===== src/rtl/div_unit_pkg.sv =====
// Shared state encodings and handshake levels for the multi-cycle divider.
package div_unit_pkg;

  typedef enum logic [1:0] {
    DIV_FREE    = 2'b00,
    DIV_BY_ZERO = 2'b01,
    DIV_ON      = 2'b10,
    DIV_END     = 2'b11
  } div_state_e;

  localparam logic DIV_RESULT_READY     = 1'b1;
  localparam logic DIV_RESULT_NOT_READY = 1'b0;
  localparam logic DIV_START            = 1'b1;
  localparam logic DIV_STOP             = 1'b0;

endpackage


===== src/rtl/div_unit.sv =====
// Radix-2 restoring divider (DIV/DIVU); result {rem, quo}. Optional macro DIV_FAST_PATH_EN.
// Latency: ready after E33 (E1 for /0, E0 on fast path); start_i level-held until ready_o.
// EX holds result by keeping start_i high; dropping start_i releases the unit.
module div_unit
  import div_unit_pkg::*;
#(
  parameter int WIDTH = 32,
  parameter int CNT_W = 6
) (
  input  logic               clk,
  input  logic               rst,
  input  logic               signed_div_i,
  input  logic [WIDTH-1:0]   opdata1_i,
  input  logic [WIDTH-1:0]   opdata2_i,
  input  logic               start_i,
  input  logic               annul_i,
  output logic [2*WIDTH-1:0] result_o,
  output logic               ready_o
);

  localparam logic [CNT_W-1:0] CNT_DONE = CNT_W'(WIDTH);

  function automatic logic [WIDTH-1:0] neg(input logic [WIDTH-1:0] x);
    return -x;
  endfunction

  div_state_e           state_q, state_d;
  logic [CNT_W-1:0]     cnt_q, cnt_d;
  logic [WIDTH-1:0]     rem_q, rem_d;
  logic [WIDTH-1:0]     dvd_q, dvd_d;
  logic [WIDTH-1:0]     dvs_q, dvs_d;
  logic                 q_neg_q, q_neg_d;
  logic                 r_neg_q, r_neg_d;
  logic [2*WIDTH-1:0]   result_q, result_d;
  logic                 ready_q, ready_d;

  logic [WIDTH:0]       partial;
  logic [WIDTH:0]       diff;
  logic [WIDTH-1:0]     a_mag, b_mag;
  logic                 a_neg, b_neg;

  always_comb begin
    state_d  = state_q;
    cnt_d    = cnt_q;
    rem_d    = rem_q;
    dvd_d    = dvd_q;
    dvs_d    = dvs_q;
    q_neg_d  = q_neg_q;
    r_neg_d  = r_neg_q;
    result_d = result_q;
    ready_d  = ready_q;

    a_neg   = signed_div_i & opdata1_i[WIDTH-1];
    b_neg   = signed_div_i & opdata2_i[WIDTH-1];
    a_mag   = a_neg ? neg(opdata1_i) : opdata1_i;
    b_mag   = b_neg ? neg(opdata2_i) : opdata2_i;
    partial = {rem_q, dvd_q[WIDTH-1]};
    diff    = partial - {1'b0, dvs_q};

    case (state_q)
      DIV_FREE: begin
        if (start_i == DIV_START && !annul_i) begin
          if (opdata2_i == '0) begin
            state_d = DIV_BY_ZERO;
`ifdef DIV_FAST_PATH_EN
          end else if (a_mag < b_mag) begin
            state_d  = DIV_END;
            result_d = {opdata1_i, {WIDTH{1'b0}}};
            ready_d  = DIV_RESULT_READY;
`endif
          end else begin
            state_d = DIV_ON;
            cnt_d   = '0;
            rem_d   = '0;
            dvd_d   = a_mag;
            dvs_d   = b_mag;
            q_neg_d = a_neg ^ b_neg;
            r_neg_d = a_neg;
          end
        end
      end
      DIV_BY_ZERO: begin
        if (annul_i) begin
          state_d = DIV_FREE;
        end else begin
          state_d  = DIV_END;
          result_d = '0;
          ready_d  = DIV_RESULT_READY;
        end
      end
      DIV_ON: begin
        if (annul_i) begin
          state_d  = DIV_FREE;
          result_d = '0;
          ready_d  = DIV_RESULT_NOT_READY;
        end else if (cnt_q != CNT_DONE) begin
          // diff MSB is the borrow: clear means partial >= divisor
          if (!diff[WIDTH]) begin
            rem_d = diff[WIDTH-1:0];
            dvd_d = {dvd_q[WIDTH-2:0], 1'b1};
          end else begin
            rem_d = partial[WIDTH-1:0];
            dvd_d = {dvd_q[WIDTH-2:0], 1'b0};
          end
          cnt_d = cnt_q + CNT_W'(1);
        end else begin
          state_d  = DIV_END;
          result_d = {r_neg_q ? neg(rem_q) : rem_q, q_neg_q ? neg(dvd_q) : dvd_q};
          ready_d  = DIV_RESULT_READY;
        end
      end
      DIV_END: begin
        if (start_i == DIV_STOP) begin
          state_d  = DIV_FREE;
          result_d = '0;
          ready_d  = DIV_RESULT_NOT_READY;
        end
      end
      default: state_d = DIV_FREE;
    endcase
  end

  always_ff @(posedge clk or posedge rst) begin
    if (rst) begin
      state_q  <= DIV_FREE;
      cnt_q    <= '0;
      rem_q    <= '0;
      dvd_q    <= '0;
      dvs_q    <= '0;
      q_neg_q  <= 1'b0;
      r_neg_q  <= 1'b0;
      result_q <= '0;
      ready_q  <= DIV_RESULT_NOT_READY;
    end else begin
      state_q  <= state_d;
      cnt_q    <= cnt_d;
      rem_q    <= rem_d;
      dvd_q    <= dvd_d;
      dvs_q    <= dvs_d;
      q_neg_q  <= q_neg_d;
      r_neg_q  <= r_neg_d;
      result_q <= result_d;
      ready_q  <= ready_d;
    end
  end

  assign result_o = result_q;
  assign ready_o  = ready_q;

endmodule


===== config.mk =====
export PLATFORM = sky130hd
export DESIGN_NAME = div_unit
export DESIGN_NICKNAME = d
export VERILOG_FILES = /design/src/rtl/div_unit_pkg.sv /design/src/rtl/div_unit.sv
export SDC_FILE = /design/constraint.sdc
export NUM_CORES = 1
export LEC_CHECK = 0
export ABC_AREA = 1
export CORE_ASPECT_RATIO = 0.8
export CORE_UTILIZATION = 59
export DETAILED_ROUTE_END_ITERATION = 8
export PLACE_DENSITY_LB_ADDON = 0.15
export RECOVER_POWER = 50
export SLEW_MARGIN = 20
export SYNTH_ARGS = -nofsm -noshare
export SYNTH_HDL_FRONTEND = slang
export SYNTH_SLANG_ARGS = --single-unit

===== constraint.sdc =====
create_clock -name clk -period 7.4 [get_ports clk]
set_input_delay 2.22 -clock clk [delete_from_list [all_inputs] [get_ports clk]]
set_output_delay 2.22 -clock clk [all_outputs]
set_load 0.03 [all_outputs]

==> impl_metrics.tcl, run 1 <==
set metrics [dict create \
    comb_power_share_pct 51.7 \
    r2r_start "state_q[0]" \
    grt_overflow 0 \
    antenna_found_initial 0 \
    grt_pass1_vias 12048 \
    grt_pass1_wl_um 63820 \
    fin_skew_ps 20.00 \
    synthesis.area_mm2 0.01324 \
    syn_nets 2191 \
    finalSetupViolations 0 \
    rows 48 \
    yosys_register_bits 171 \
    p_clk_share_pct 19.1 \
    final_antenna_net_count 0 \
    crit_family "buffers and inverters" \
    die_h_um 136.0 \
    critPathKind "in -> async" \
    critPathLaunchType "input port" \
    ir_drop_mv 0.3416 \
    p_leak_nw 8.073 \
    power_density_mw_per_mm2 329.1 \
    arrival_ps 5710 \
    pwr-share-seq_pct 29.2 \
    numCtsBuffers 17 \
    worstHoldEndpoint "result_o[15]" \
    clk_pin_slew_ps 80 \
    path_max_fanout 87 \
    cp-end-kind "asynchronous set/reset pin" \
    wl_per_cell_um 16.06 \
    h-tree-depth 4 \
    nFillCells 1953 \
    hpwlAfterDp_um 30620 \
    worstReg2RegEnd "dvd_q[17]" \
    cts_tree "built" \
    post_cts.repair.setup_buffers 0 \
    multiInputGateArea_mm2 0.007472 \
    n_antenna_cell 0 \
    drive_gt1_share_pct 3.663 \
    synth-edff-count 0 \
    register_area_mm2 0.004279 \
    syn_avg_cell_area_um2 6.372 \
    async_flop_share_pct 100.0 \
    drt_iter0_drc 1672 \
    critical_path_buf_inv_count 3 \
    cts_sinks 171 \
    die_area_mm2 0.02305 \
    holdPathStages 2 \
    place.gp.congestion 0.9550 \
    finalSetupTns_ps 0 \
    maxCapViolCount 1 \
    hp-class "reg -> reg" \
    io_buffer_count 133 \
    yosysTopAreaCellShare_pct 32.32 \
    clock_path_buffers 2 \
    fin_nets 2284 \
    cts.repair.resized 0 \
    ys_seq_area_share_pct 32.32 \
    ys_top_cells_by_area "dfrtp_1 (32%), nand2_1 (20%), inv_1 (8.2%)" \
    critPathRequiredTime_ps 7930 \
    power_switching_w 0.002532 \
    via_per_inst 5.577 \
    timing.final.crit_share_pct 70.07 \
    finalCriticalPeriod_ps 5185 \
    ys.flop_type "dfrtp_1" \
    totalWireLength_um 39880 \
    switching_share_pct 50.40 \
    area_growth_pct 15.29 \
    finalHoldViolations 0 \
    min-delay-start "result_o[15]" \
    r2r_cells 10 \
    syn_inst 2078 \
    vias 13853 \
    core_area_mm2 0.02180 \
    io-pin-count 134 \
    start_util_pct 60.73 \
    hold_ws_ps 474.4 \
    internal_power_w 0.002492 \
    ys_types 44 \
    firstDrtPassIters 6 \
    crit_chain "dlygate4sd3_1, clkinvlp_2, buf_4" \
    final_util_pct 70.02 \
    grt_max_degree 88 \
    crit_slowest_cell "clkinvlp_2" \
    rsz0062_at_grt "false" \
    status "finished with violations" \
    tightest_slew_ps 3733 \
    die_w_um 169.5 \
    yosys_warnings 0 \
    cts_hold_buf 0 \
    groute.usage.overall_pct 35.50 \
    violations "max-capacitance violations, max-slew violations" \
    yosysTopAreaCell "dfrtp_1" \
    cts-root-buf "clkbuf_16" \
    fmax_ghz 0.1928 \
    clk_latency_ps 450 \
    r2r_slack_ps 3450 \
    drcViolationCount 0 \
    max_stage_delay_ps 2100 \
    slew_violations 88 \
    max-slew-margin-rel_pct -150.3 \
]
power groups by stage:
stage                     Sequential (W)  Combinational [W]  Clock, W
after floorplan                  0.00153            0.00170         0
after detailed placement         0.00146            0.00253         0
after global placement           0.00145            0.00248         0
final                            0.00146            0.00260  0.000960
after global routing             0.00149            0.00286   0.00100
after CTS                        0.00145            0.00255  0.000968
cell usage after synthesis (11+ instances only):
| master | number |
|---|---|
| clkbuf_1 | 29 |
| a21oi_1 | 71 |
| o21ai_0 | 126 |
| nor3_1 | 23 |
| xor2_1 | 48 |
| buf_2 | 15 |
| o211ai_1 | 11 |
| inv_1 | 289 |
| nand2_1 | 700 |
| nand4_1 | 22 |
| nand2_2 | 11 |
| nand3_1 | 198 |
| dfrtp_1 | 171 |
| xnor2_1 | 22 |
| nor2_1 | 174 |
| o21ai_1 | 36 |
| buf_4 | 11 |
| ha_1 | 43 |
worst max-delay path by stage:
stage          slack, ps    startpoint   endpoint  depth (start not counted)
6_report            2210           rst  dvs_q[10]                          3
5_1_grt             1610           rst   cnt_q[4]                          3
4_1_cts             2580  opdata2_i[0]   cnt_q[3]                         13
3_5_place_dp        2120  opdata2_i[0]   cnt_q[3]                         13
3_3_place_gp        2270  opdata2_i[0]  dvd_q[21]                         13
2_1_floorplan        550           rst   cnt_q[0]                          1
worst reg2reg max path, delay by kind of cell, from the launching register on:
| family | cells | cell delay, ps |
|---|---|---|
| AOI/OAI and AO/OA | 3 | 460 |
| DFF | 1 | 400 |
| buffers and inverters | 4 | 1760 |
| and+or+nand+nor | 2 | 390 |
| adders and majority gates | 1 | 800 |
metrics by stage:
step	area (µm²)	power [W]	cells	setup WS (ps)
finish	15260	0.005024	2484	2215
global route	15260	0.005358	2484	1607
CTS	15270	0.004965	2484	2578
detailed placement	14630	0.003991	2452	2115
global placement	14630	0.003932	2452	2273
floorplan	13240	0.003227	2078	548.2
state kept, by name, indices dropped and copies added, names as in the netlist:
| signal | count |
|---|---|
| ready_o | 1 |
| r_neg_q | 1 |
| dvd_q | 32 |
| result_o | 64 |
| cnt_q | 6 |
| state_q | 2 |
| rem_q | 32 |
| dvs_q | 32 |
| q_neg_q | 1 |
cell usage in the layout (no fill, tap or decap), types with 5 or more instances in the layout:
| cell type | instances |
|---|---|
| nor3_1 | 23 |
| a21oi_1 | 71 |
| nand2_2 | 11 |
| o21ai_1 | 36 |
| dlygate4sd3_1 | 32 |
| xor2_1 | 48 |
| nand3_2 | 5 |
| clkdlybuf4s50_1 | 101 |
| ha_1 | 43 |
| xnor2_1 | 22 |
| inv_2 | 7 |
| dfrtp_1 | 171 |
| o211ai_1 | 11 |
| o21ai_0 | 126 |
| buf_4 | 7 |
| nand3_1 | 198 |
| clkinv_8 | 5 |
| clkbuf_16 | 17 |
| nand3b_1 | 6 |
| or2_2 | 5 |
| inv_1 | 288 |
| nand2_1 | 700 |
| o31ai_1 | 5 |
| o21bai_1 | 8 |
| nand4_1 | 22 |
| nor2_1 | 175 |
per-layer routing:
| metal | GRT usage (%) | part of all wire, % | up-vias |
|---|---|---|---|
| met5 | 0 | 0 | - |
| met4 | 6.356 | 0.88 | 0 |
| met3 | 6.725 | 12 | 34 |
| met2 | 48.45 | 39 | 720 |
| met1 | 57.27 | 48 | 6337 |
| li1 | - | - | 6762 |
area by class of cell:
type	count	share of cell area [%]
Inverter	297	7.311
Clock inverter	15	1.393
Timing Repair Buffer	140	9.066
Multi-Input combinational cell	1544	48.95
Tap cell	300	2.459
Sequential cell	171	28.03
Clock buffer	17	2.787
cell families (layout without fill, tap and decap cells):
group                    after synthesis  after routing  synth area share, %
XOR/XNOR                              70             70                4.630
AND/OR/NAND/NOR                     1156           1156                36.42
AO/OA/AOI/OAI                        274            274                11.19
buffers and inverters                363            469                11.23
flip-flops                           171            171                32.32
adder cells (fa/ha/maj)               44             44                4.215
No activity file was read; power rests on OpenSTA's default activity.
==> run 2: changes to the inputs <==
Clock period 7.4 ns to 5.4 ns, I/O delays scaled along.
==> run 2 against run 1 <==
Flip-flop and latch count is the same. The run still ends with max-capacitance violations, max-slew violations left. First-iteration DRC count grew 1.6%. Register-to-register slack worse by 1700 ps. Cell area is essentially flat.
==> impl_metrics.tcl, run 2 (synthesis results as in run 1) <==
set metrics [dict create \
    die_w_um 169.5 \
    post_cts.repair.setup_buffers 0 \
    vias 13909 \
    critPathKind "in -> async" \
    cts_sinks 171 \
    clk_pin_slew_ps 80 \
    critPathRequiredTime_ps 5470 \
    fin_nets 2285 \
    final_antenna_net_count 0 \
    start_util_pct 60.73 \
    ir_drop_mv 0.4272 \
    cts-root-buf "clkbuf_16" \
    rows 48 \
    arrival_ps 4050 \
    hp-class "reg -> reg" \
    drcViolationCount 0 \
    status "finished with violations" \
    r2r_slack_ps 1710 \
    final_util_pct 70.06 \
    finalHoldViolations 0 \
    hpwlAfterDp_um 31340 \
    timing.final.crit_share_pct 73.68 \
    finalSetupViolations 0 \
    cts.repair.resized 0 \
    groute.usage.overall_pct 36.67 \
    maxCapViolCount 1 \
    max-slew-margin-rel_pct -53.77 \
    grt_pass1_vias 12454 \
    area_growth_pct 15.37 \
    clock_path_buffers 2 \
    cp-end-kind "asynchronous set/reset pin" \
    drive_gt1_share_pct 3.707 \
    grt_pass1_wl_um 65250 \
    clk_latency_ps 450 \
    place.gp.congestion 0.9538 \
    grt_max_degree 172 \
    largest_reg_flops 64 \
    n_antenna_cell 0 \
    die_h_um 136.0 \
    path_max_fanout 171 \
    finalSetupTns_ps 0 \
    finalCriticalPeriod_ps 3979 \
    die_area_mm2 0.02305 \
    slew_violations 172 \
    wl_per_cell_um 16.39 \
    io_buffer_count 133 \
    final_common_cell "nand2_1" \
    fin_skew_ps 19.95 \
    power_density_mw_per_mm2 451.9 \
    grt_overflow 0 \
    rsz0062_at_grt "false" \
    tightest_slew_ps 2307 \
    layout_common_cells "nand2_1 (700), inv_1 (288), nand3_1 (198)" \
    core_area_mm2 0.02180 \
    cts_tree "built" \
    drt_iter0_drc 1699 \
    p_leak_nw 8.078 \
    antenna_found_initial 0 \
    critPathLaunchType "input port" \
    postLayoutSetupSlackWorst_ps 1421 \
    violations "max-capacitance violations, max-slew violations" \
    fmax_ghz 0.2513 \
    post-place-ws_ps 1256 \
    via_per_inst 5.597 \
    io-pin-count 134 \
    totalWireLength_um 40730 \
    numCtsBuffers 17 \
    h-tree-depth 4 \
    cts_hold_buf 0 \
    firstDrtPassIters 8 \
]
==> run 2: per-stage QoR <==
stage,total power (W),area (µm²),std cells,hold slack [ps]
global placement,0.005383,14650,2453,463.1
finish,0.006902,15270,2485,475.0
detailed placement,0.005487,14650,2453,464.5
CTS,0.006811,15290,2485,485.1
global route,0.007366,15270,2485,493.6
floorplan,0.004423,13240,2078,449.1
==> run 2: report_power, final <==
group          switching [W]  total [W]  internal, W
combinational        0.00249    0.00357      0.00108
clock               0.000643    0.00132     0.000678
sequential          0.000355    0.00201      0.00166
total                0.00349    0.00690      0.00341
==> run 2: worst paths after layout <==
check,startpoint,to,cells after the start
worst max-delay path,rst,dvs_q[29],3
worst min-delay path,result_o[51],result_o[51],2
worst max register to register,rem_q[22],rem_q[23],13
worst min register to register,result_o[51],result_o[51],2
max in group clk,opdata2_i[1],dvd_q[28],13
min in group asynchronous,rst,result_o[5],3
==> run 2: routing by layer <==
metal | track usage, % | routed length [µm] | vias to the layer above
met2 | 50.96 | 16200 | 743
met3 | 9.723 | 4750 | 61
met4 | 8.058 | 604 | 0
met5 | 0 | 0 | -
met1 | 56.06 | 19170 | 6326
li1 | - | - | 6779
==> run 2: area by class of cell <==
| type | count | area [µm²] |
|---|---|---|
| Inverter | 297 | 1119 |
| Fill cell | 1870 | 6526 |
| Multi-Input combinational cell | 1544 | 7472 |
| Sequential cell | 171 | 4279 |
| Clock buffer | 17 | 425.4 |
| Timing Repair Buffer | 141 | 1391 |
| Clock inverter | 15 | 212.7 |
| Tap cell | 300 | 375.4 |
==> run 2: critical path, cell delays in order <==
cell and delay (ps):
dlygate4sd3_1 580, clkinvlp_4 80, clkbuf_4 1620
==> run 3: changes to the inputs <==
Settings changed: CORE_UTILIZATION 59 to 53.
Clock period 5.4 ns to 3.55 ns, I/O delays scaled along.
==> run 3 against run 2 <==
The flow now finishes without violations. Cell area up 0.85%. Setup slack worse by 1000 ps. Cell count grew 1.4%. Combinational power rose by 54%. Clock skew up 1.0 ps. First-iteration DRC count shrank 12%. Critical path depth up 9. Flip-flop and latch count stayed put. Non-clock buffer count is 16 higher. Clock-buffer cell count is the same. Largest cell class unchanged. Largest power group unchanged.
==> impl_metrics.tcl, run 3 (synthesis results as in run 1) <==
set metrics [dict create \
    drt_iter0_drc 1488 \
    post_cts.repair.setup_buffers 0 \
    die_area_mm2 0.02562 \
    comb_power_share_pct 52.7 \
    finalSetupViolations 0 \
    maxCapViolCount 0 \
    clk_pin_slew_ps 80 \
    pwr-share-seq_pct 28.5 \
    place.gp.congestion 0.9524 \
    hpwlAfterDp_um 31640 \
    numCtsBuffers 17 \
    crit_family "buffers and inverters" \
    crit_chain "dlygate4sd3_1, inv_1, ha_1, nand3_1, nor2_2, nand2_1, nor2_1, nand2_1, nand4_1, inv_2, o21ai_0, o21ai_1" \
    clk_latency_ps 450 \
    via_per_inst 5.396 \
    grt_max_degree 80 \
    cp-startpoint "opdata2_i[0]" \
    status "completed" \
    ir_drop_mv 0.5462 \
    finalSetupTns_ps 0 \
    grt_overflow 0 \
    h-tree-depth 4 \
    die_h_um 143.4 \
    internal_power_w 0.005229 \
    slew_violations 0 \
    grt_pass1_wl_um 64300 \
    critPathKind "in -> reg" \
    cp-endpoint "dvd_q[23]" \
    drcViolationCount 0 \
    power_switching_w 0.005230 \
    rsz0062_at_grt "false" \
    io-pin-count 134 \
    wl_per_cell_um 15.97 \
    cts_hold_buf 0 \
    finalNonFillerCells 2519 \
    start_util_pct 54.17 \
    r2r_start "rem_q[23]" \
    core_area_mm2 0.02444 \
    cts_tree "built" \
    power_density_mw_per_mm2 679.0 \
    cts.repair.resized 0 \
    rows 51 \
    antenna_found_initial 0 \
    critical_path_buf_inv_count 3 \
    dp.cells 2487 \
    crit_slowest_cell "inv_2" \
    fin_nets 2301 \
    drive_gt1_share_pct 4.407 \
    p_leak_nw 8.138 \
    arrival_ps 3530 \
    nFillCells 2325 \
    area_growth_pct 16.35 \
    max-slew-margin-rel_pct 29.45 \
    layout_common_cells "nand2_1 (700), inv_1 (288), nand3_1 (198)" \
    max_stage_delay_ps 620 \
    timing.final.crit_share_pct 89.15 \
    finalCriticalPeriod_ps 3165 \
    clock_path_buffers 2 \
    firstDrtPassIters 5 \
    tightest_slew_ps 1058 \
    io_buffer_count 133 \
    totalWireLength_um 40230 \
    largest_reg_flops 64 \
    critical_path.most_common_cell "nand2_1" \
    grt_pass1_vias 11938 \
    vias 13592 \
    final_antenna_net_count 0 \
    critPathRequiredTime_ps 3910 \
    r2r_cells 13 \
    r2r_slack_ps 660 \
    n_antenna_cell 0 \
    cts-root-buf "clkbuf_16" \
    cts_sinks 171 \
    die_w_um 178.7 \
    cp-end-kind "flop" \
    hp-class "reg -> reg" \
    path_max_fanout 50 \
    groute.usage.overall_pct 32.61 \
    final_common_cell "nand2_1" \
    p_clk_share_pct 18.8 \
    crit_cells 12 \
    fin_skew_ps 20.97 \
    critPathLaunchType "input port" \
    switching_share_pct 50.00 \
    worstReg2RegEnd "dvd_q[0]" \
    fmax_ghz 0.3160 \
    finalHoldViolations 0 \
]
## run 3: cell count changes in the layout (fill, tap and decap cells not counted), moves of 2 or more
cell             change
inv_8                +2
buf_4               +12
clkdlybuf4s50_1      +2
dlygate4sd3_1        -2
clkinv_8             -3
## run 3: final cells by class
type / count / area (µm²) / share of cell area, %
tap: 318 / 397.9 / 2.583
sequential: 171 / 4279 / 27.78
inverter: 297 / 1116 / 7.245
clock buffer: 17 / 425.4 / 2.762
multi-input combinational: 1544 / 7475 / 48.52
clock inverter: 15 / 193.9 / 1.259
timing repair buffer: 157 / 1518 / 9.852
## run 3: how the worst min path moves through the flow
stage | endpoint | slack [ps] | from | cells past startpoint
floorplan | dvs_q[27] | 450 | dvs_q[27] | 2
finish | result_o[62] | 480 | result_o[62] | 2
CTS | result_o[47] | 480 | result_o[47] | 2
global route | result_o[44] | 490 | result_o[44] | 2
global placement | result_o[60] | 460 | result_o[60] | 2
detailed placement | result_o[47] | 460 | result_o[47] | 2
## run 3: tightest hold or removal path, stage by stage (launching register included)
cell and delay [ps]:
dfrtp_1 340, nand2_1 50, nand2_1 50
## run 3: power groups by stage
stage	clock network [W]	logic, W	registers (W)
2_1_floorplan	0	0.00354	0.00318
3_3_place_gp	0	0.00532	0.00297
3_5_place_dp	0	0.00541	0.00300
4_1_cts	0.00199	0.00544	0.00296
5_1_grt	0.00207	0.00612	0.00304
6_report	0.00197	0.00551	0.00298
## run 3: per-layer routing
layer  vias up  track usage (%)  share of wire, %
met2       589            43.37                39
met3        27            6.481                10
met4         0            5.575              0.82
met5         -                0                 0
li1       6828                -                 -
met1      6148            53.33                50
## run 3: metrics by stage
stage | total power (W) | setup WS, ps | utilization [%] | hold slack [ps] | cell area (µm²)
2_1_floorplan | 0.006727 | 302.3 | - | 449.1 | 13240
3_3_place_gp | 0.008293 | 173.1 | 60.64 | 461.9 | 14820
3_5_place_dp | 0.008408 | 21.63 | 60.64 | 464.3 | 14820
4_1_cts | 0.01039 | 480.2 | 63.17 | 484.7 | 15440
5_1_grt | 0.01122 | 183.5 | 63.03 | 494.6 | 15400
6_report | 0.01046 | 385.3 | 63.03 | 475.4 | 15400
